<file path="config.mk">
export PLATFORM = sky130hd
export DESIGN_NAME = gs_pipeline_ctrl
export DESIGN_NICKNAME = d
export VERILOG_FILES = /design/src/rtl/gs_pipeline_ctrl.sv
export SDC_FILE = /design/constraint.sdc
export NUM_CORES = 1
export LEC_CHECK = 0
export BUFFER_PORTS_ARGS = -buffer_cell sky130_fd_sc_hd__buf_2
export CORE_ASPECT_RATIO = 0.8
export CORE_MARGIN = 10
export CORE_UTILIZATION = 45
export DETAILED_ROUTE_END_ITERATION = 10
export HOLD_SLACK_MARGIN = 0.05
export PLACE_DENSITY_LB_ADDON = 0.3
export SYNTH_ARGS = -nofsm -noshare
export SYNTH_HDL_FRONTEND = slang
export SYNTH_SLANG_ARGS = --single-unit
</file>
<file path="constraint.sdc">
create_clock -name clk -period 2.8 [get_ports clk]
set_input_delay 0.56 -clock clk [delete_from_list [all_inputs] [get_ports clk]]
set_output_delay 0.56 -clock clk [all_outputs]
set_load 0.005 [all_outputs]
</file>
<file path="src/rtl/gs_pipeline_ctrl.sv">
// Frame sequencer for the grayscale pipeline: RWM_1 load, Grayscaler pass, RWM_2 flush, with pixel count check and watchdog.
// Latency: start -> rwm1_load 1 cycle, rwm2_done -> done 1 cycle; no backpressure, stalls are bounded by the watchdog.
module gs_pipeline_ctrl #(
    parameter int N     = 64,
    parameter int M     = 64,
    parameter int CNT_W = 13,
    parameter int TMO   = 65535
) (
    input  logic             clk,
    input  logic             rst_n,
    input  logic             start,
    input  logic             abort,
    input  logic             clr_err,
    input  logic             rwm1_done,
    input  logic             gs_valid,
    input  logic             gs_done,
    input  logic             rwm2_done,
    output logic             rwm1_load,
    output logic             rwm1_read,
    output logic             gs_enable,
    output logic             rwm2_write,
    output logic             busy,
    output logic             done,
    output logic             err,
    output logic [1:0]       err_code,
    output logic [CNT_W-1:0] pix_cnt
);

    localparam logic [2:0] S_IDLE  = 3'd0;
    localparam logic [2:0] S_LOAD  = 3'd1;
    localparam logic [2:0] S_RUN   = 3'd2;
    localparam logic [2:0] S_FLUSH = 3'd3;
    localparam logic [2:0] S_DONE  = 3'd4;
    localparam logic [2:0] S_ERR   = 3'd5;

    localparam logic [CNT_W:0]   PIX_TARGET = (CNT_W+1)'(N * M);
    localparam logic [CNT_W-1:0] PIX_MAX    = '1;
    localparam logic [15:0]      WDOG_LAST  = 16'(TMO - 1);

    logic [2:0]     state;
    logic [2:0]     state_nxt;
    logic [15:0]    wdog;
    logic           wdog_active;
    logic           timeout;
    logic           abort_hit;
    logic [CNT_W:0] pix_final;
    logic           pix_ok;

    assign wdog_active = (state == S_LOAD) || (state == S_RUN) || (state == S_FLUSH);
    // A strobe on the last allowed cycle counts as progress, so it never times out.
    assign timeout     = wdog_active && !gs_valid && (wdog >= WDOG_LAST);
    assign abort_hit   = abort && (state != S_IDLE) && (state != S_ERR);
    assign pix_final   = {1'b0, pix_cnt} + (CNT_W+1)'(gs_valid);
    assign pix_ok      = (pix_final == PIX_TARGET);

    always_comb begin
        state_nxt = state;
        if (abort_hit) begin
            state_nxt = S_IDLE;
        end else if (timeout) begin
            state_nxt = S_ERR;
        end else begin
            case (state)
                S_IDLE:  if (start)     state_nxt = S_LOAD;
                S_LOAD:  if (rwm1_done) state_nxt = S_RUN;
                S_RUN:   if (gs_done)   state_nxt = pix_ok ? S_FLUSH : S_ERR;
                S_FLUSH: if (rwm2_done) state_nxt = S_DONE;
                S_DONE:                 state_nxt = S_IDLE;
                S_ERR:   if (clr_err)   state_nxt = S_IDLE;
                default:                state_nxt = S_IDLE;
            endcase
        end
    end

    always_ff @(posedge clk or negedge rst_n) begin
        if (!rst_n) begin
            state    <= S_IDLE;
            wdog     <= '0;
            pix_cnt  <= '0;
            err_code <= 2'b00;
        end else begin
            state <= state_nxt;

            if (!wdog_active || (state_nxt != state) || gs_valid) begin
                wdog <= '0;
            end else if (wdog != 16'hFFFF) begin
                wdog <= wdog + 16'd1;
            end

            if ((state == S_IDLE) && start) begin
                pix_cnt <= '0;
            end else if ((state == S_RUN) && gs_valid && (pix_cnt != PIX_MAX)) begin
                pix_cnt <= pix_cnt + CNT_W'(1);
            end

            if ((state == S_IDLE) && start) begin
                err_code <= 2'b00;
            end else if (!abort_hit && timeout) begin
                err_code <= 2'b01;
            end else if (!abort_hit && (state == S_RUN) && gs_done && !pix_ok) begin
                err_code <= 2'b10;
            end
        end
    end

    // Outputs are flops loaded from the next state so each one switches on the edge entering its state.
    always_ff @(posedge clk or negedge rst_n) begin
        if (!rst_n) begin
            rwm1_load  <= 1'b0;
            rwm1_read  <= 1'b0;
            gs_enable  <= 1'b0;
            rwm2_write <= 1'b0;
            busy       <= 1'b0;
            done       <= 1'b0;
            err        <= 1'b0;
        end else begin
            rwm1_load  <= (state_nxt == S_LOAD);
            rwm1_read  <= (state_nxt == S_RUN);
            gs_enable  <= (state_nxt == S_RUN);
            rwm2_write <= (state_nxt == S_RUN) || (state_nxt == S_FLUSH);
            busy       <= (state_nxt == S_LOAD) || (state_nxt == S_RUN) || (state_nxt == S_FLUSH);
            done       <= (state_nxt == S_DONE);
            err        <= (state_nxt == S_ERR);
        end
    end

endmodule
</file>
==> results.md <==
STA:
- The setup-violating endpoint count in the final report is 0.
- The final total negative setup slack is 0 ps.
- The setup clock skew after layout is between 4 and 5 ps.
- The worst-case headroom to the max-slew limit is 0.4150.
- The share of the clock period used by the worst path after layout is 0.8303.
- The final hold violation count is 0.
- The total count of max-transition violations in the final report is 0.
- After layout, the worst setup slack is approximately 480 ps.
- For this run, the top clock speed supported by timing is around 430 MHz.
- Setup repair after global routing left no endpoint under its margin.
- After layout, the minimum clock period comes to 2325 ps.
- For the pin with the worst max-slew slack, the measured transition is between 800 and 900 ps.

Synth:
- The average instance in the mapped netlist occupies between 9 and 10 um2.
- The xor/xnor cell area share of the yosys netlist is 0.07056.
- Of the total synthesized cell area, the portion taken by full adders, half adders and majority gates is 0.02520.
- The basic-gate share of the synthesized area counting and, or, nand and nor cells is 0.2576.
- The multiplexer share of the synthesized area is 0.008065.
- The post-synth design cell area is between 2000 and 2500 um2.
- The complex-gate fraction of the synthesized area is 0.1779.
- The cell accounting for the most synthesized area is sky130_fd_sc_hd__dfrtp_1.
- The number of enable-type register cells in the synthesized netlist is 0.
- For this run, the leading register cell type out of synthesis is sky130_fd_sc_hd__dfrtp_1.
- The number of storage elements in the synthesis netlist is 40.
- For this run, the number of Yosys warnings is 0.
- For this run, asynchronously set or reset flops after synthesis account for 1.000.
- The number of nets handed over by synthesis was roughly 270.
- By area the synthesized netlist is led by sky130_fd_sc_hd__dfrtp_1 40%, sky130_fd_sc_hd__xnor2_1 5.3%, sky130_fd_sc_hd__nor2_1 4.4%.
- After synthesis, the largest family of logic cells by area is simple AND/OR/NAND/NOR gates.
- The proportion of netlist area held by the largest area contributor is 0.4032.
- The share of synthesized area occupied by flip-flops and latches is 0.4032.
- The gate count of the mapped netlist is ~260.
- The number of unique standard cell types used by synthesis is between 50 and 60.

Place:
- Buffers placed on the I/O ports in this run total 30.
- Routability-driven placement finished with a final weighted congestion of ~0.8.
- Detailed placement finished with a half-perimeter wire length of around 3.8 mm.
- OpenSTA, run right after detailed placement, puts the worst setup slack at roughly 250 ps.

Pwr:
- Power spread over the standard cell area amounts to around 420 nW/um2.
- Of the total power, combinational logic draws 0.113.
- Of the total power, the share spent switching nets is 0.2481.
- Internal power comes to roughly 860 uW.
- VDD sags by at most 0.2199 mV.
- The clock share of power is 0.359.
- The sequential power share is 0.528.
- The analysis attributes to cell leakage a power of approximately 0.0012 uW.
- For this design the total switching power over the nets is 284.9 uW.

Setup path:
- The endpoint type of the worst setup path is a register.
- Among the stages of the critical path, the cell type that occurs most often is sky130_fd_sc_hd__ha_1.
- The delay contributed by the slowest stage of the critical path is 500 ps.
- The worst path required time is between 2000 and 3000 ps.
- STA puts the critical path data arrival time at roughly 2500 ps.
- Broken down by cell family, the worst path's largest delay share belongs to compound AO/OA/AOI/OAI gates.
- The critical-path maximum fanout is 7.
- The setup path with the least slack is of type register to register.
- The critical path goes through ha_1 -> ha_1 -> and3_1 -> a211oi_2 -> o22ai_1 -> a2111o_1 -> a32o_2.
- Counting both buffers and inverters, the worst setup path holds a total of 0.
- The kind of start point of the critical path is a register.
- The slowest stage of the critical path belongs to the cell sky130_fd_sc_hd__a2111o_1.

Die:
- The die covers 8906 um2.
- The width of the die is around 100 um.
- The die span in y is between 80 and 90 um.
- The floorplan has 24 rows.
- The core footprint is 5405 um2.
- The initial utilization of the core area, before any placement, comes to 0.4593.
- The boundary pin count is 31.

Layout:
- In the final layout, the share of cells above drive strength 1 is 0.1844.
- The total number of nets in the final design is just under 300.
- After filler insertion, the fill cell instance count of the layout stands at between 500 and 600.
- Relative to the synthesized area, the layout overhead comes to 9.274%.
- Leaving out fill and tap cells, the most frequent cells in the layout are 40 x sky130_fd_sc_hd__dfrtp_1, 30 x sky130_fd_sc_hd__buf_2, 29 x sky130_fd_sc_hd__nor2_1, 16 x sky130_fd_sc_hd__nand2_1.
- The leading cell type in the layout, fill and taps excluded is sky130_fd_sc_hd__dfrtp_1.
- The count of inserted antenna diode cells is 0.

CTS:
- The cell at the root of the clock tree is sky130_fd_sc_hd__clkbuf_8.
- The buffers inserted during post-CTS setup optimization is 0.
- At the later pin of the worst-skew pair, clock insertion delay measures 290 ps.
- Clock-pin slew was measured on the worst setup and hold paths at around 70 ps.
- The total CTS buffers is 5.
- The count of hold buffers inserted by post-cts repair is 0.
- CTS saw 40 sinks.
- The quantity of gates resized following cts is 0.
- The clock passes through at most 2 buffers.
- The maximum level of the CTS H-tree is 2.
- The clock tree from TritonCTS is done.

Global routing:
- The global-route wire length before repair is about 9.3 mm.
- Summed over all layers, the global routing overflow is 0.
- The overall global routing resource usage is 0.1265.
- The number of global-route vias before repair was roughly 2000.
- Entering global routing, the biggest net connects 41 pins.
- The number of antenna violations at the first check in global routing is 0.

Detailed routing:
- After detailed routing, the average wire length per cell comes to 15.27 um.
- Summed over all layers, the routed wires come to about 5.3 mm.
- After detailed routing, the number of remaining DRC violations is 0.
- In this run, the number of DRC markers left after iteration 0 of detailed routing was 109.
- The post-route antenna net violation count is 0.
- The total via count after detailed routing is approximately 2000.
- Using the TritonRoute via totals, the vias-per-cell ratio works out to about 5.8.
- The first detailed-routing pass ran for 4 iterations.

Outcome:
- The flow ran to the end, and the final reports show no timing, DRC or antenna violations.

Hold path:
- The path category of the worst min-delay check is input port to asynchronous set/reset pin.

Run:
- The max-cap check violation count is 0.
[per-layer routing]
metal / track usage / part of all wire / vias up
met5: 0 / 0 / -
met4: 0.04161 / 0.013 / 0
met3: 0.03421 / 0.056 / 7
met2: 0.1840 / 0.43 / 42
met1: 0.1762 / 0.50 / 949
li1: - / - / 999
[area by class of cell]
cell class / instances / area [um2] / share of cell area
Tap cell: 65 / 81.33 / 0.02998
Sequential cell: 40 / 1001 / 0.3690
Inverter: 6 / 22.52 / 0.008303
Timing Repair Buffer: 33 / 172.7 / 0.06365
Clock buffer: 7 / 96.34 / 0.03552
Multi-Input combinational cell: 196 / 1339 / 0.4935
[synthesized netlist by cell type, types with 2 or more instances]
master,n
sky130_fd_sc_hd__clkbuf_1,2
sky130_fd_sc_hd__a31oi_1,5
sky130_fd_sc_hd__nand3_1,15
sky130_fd_sc_hd__buf_2,4
sky130_fd_sc_hd__nor3b_1,4
sky130_fd_sc_hd__ha_1,5
sky130_fd_sc_hd__inv_1,6
sky130_fd_sc_hd__dfrtp_1,40
sky130_fd_sc_hd__buf_4,5
sky130_fd_sc_hd__a21oi_1,8
sky130_fd_sc_hd__and2_1,3
sky130_fd_sc_hd__nand2_1,16
sky130_fd_sc_hd__nor2b_1,4
sky130_fd_sc_hd__xnor2_1,15
sky130_fd_sc_hd__or3_1,5
sky130_fd_sc_hd__or4_1,2
sky130_fd_sc_hd__o31ai_1,3
sky130_fd_sc_hd__nor4bb_1,2
sky130_fd_sc_hd__a211oi_1,6
sky130_fd_sc_hd__and4_2,2
sky130_fd_sc_hd__o211ai_1,4
sky130_fd_sc_hd__xor2_1,5
sky130_fd_sc_hd__mux2i_1,2
sky130_fd_sc_hd__o21ai_0,8
sky130_fd_sc_hd__buf_6,4
sky130_fd_sc_hd__nor4_1,2
sky130_fd_sc_hd__nor3_1,5
sky130_fd_sc_hd__nand4_1,6
sky130_fd_sc_hd__clkbuf_2,2
sky130_fd_sc_hd__nand3b_1,3
sky130_fd_sc_hd__nand2b_1,2
sky130_fd_sc_hd__a21o_1,2
sky130_fd_sc_hd__nor2_1,29
sky130_fd_sc_hd__and4_1,4
sky130_fd_sc_hd__a2111o_1,2
sky130_fd_sc_hd__and3_1,6
[flip-flops by register name, indices dropped and copies added (netlist names), 2 cells and up]
register  cells
wdog         16
pix_cnt      13
state         3
err_code      2
[power groups by stage]
stage | Clock (uW) | Combinational [uW] | Sequential (uW)
after floorplan | 0 | 83.0 | 614
after CTS | 427 | 133 | 606
after detailed placement | 0 | 132 | 617
final | 413 | 130 | 606
after global routing | 449 | 149 | 608
after global placement | 0 | 132 | 617
[cells by family (layout without fill, tap and decap cells)]
family,Yosys count,after routing
buf+inv,23,46
xor+xnor,20,20
flops,40,40
mux,2,2
compound gates,54,54
simple gates,115,115
fa+ha+maj,5,5
[worst paths after layout]
| path | startpoint | endpoint | slack (ps) | cells after the start |
|---|---|---|---|---|
| max | pix_cnt[0] | err | 480 | 7 |
| min | rst_n | wdog[11] | 380 | 1 |
| max reg2reg | pix_cnt[0] | err | 480 | 7 |
| min reg2reg | err_code[1] | err_code[1] | 510 | 1 |
| max in group asynchronous | rst_n | wdog[15] | 1870 | 1 |
| min in group clk | err_code[1] | err_code[1] | 510 | 1 |
[per-stage QoR]
stage	hold WS (ps)	util	cells	instance area, um2	power (uW)
6_report	379.6	0.5019	347	2713	1148
5_1_grt	456.1	0.5019	347	2713	1205
4_1_cts	423.7	0.5019	347	2713	1166
3_5_place_dp	488.8	0.4840	340	2616	749.4
3_3_place_gp	492.3	0.4840	340	2616	749.1
2_1_floorplan	264.4	-	259	2482	697.3
(Power assumes the default switching activity.)
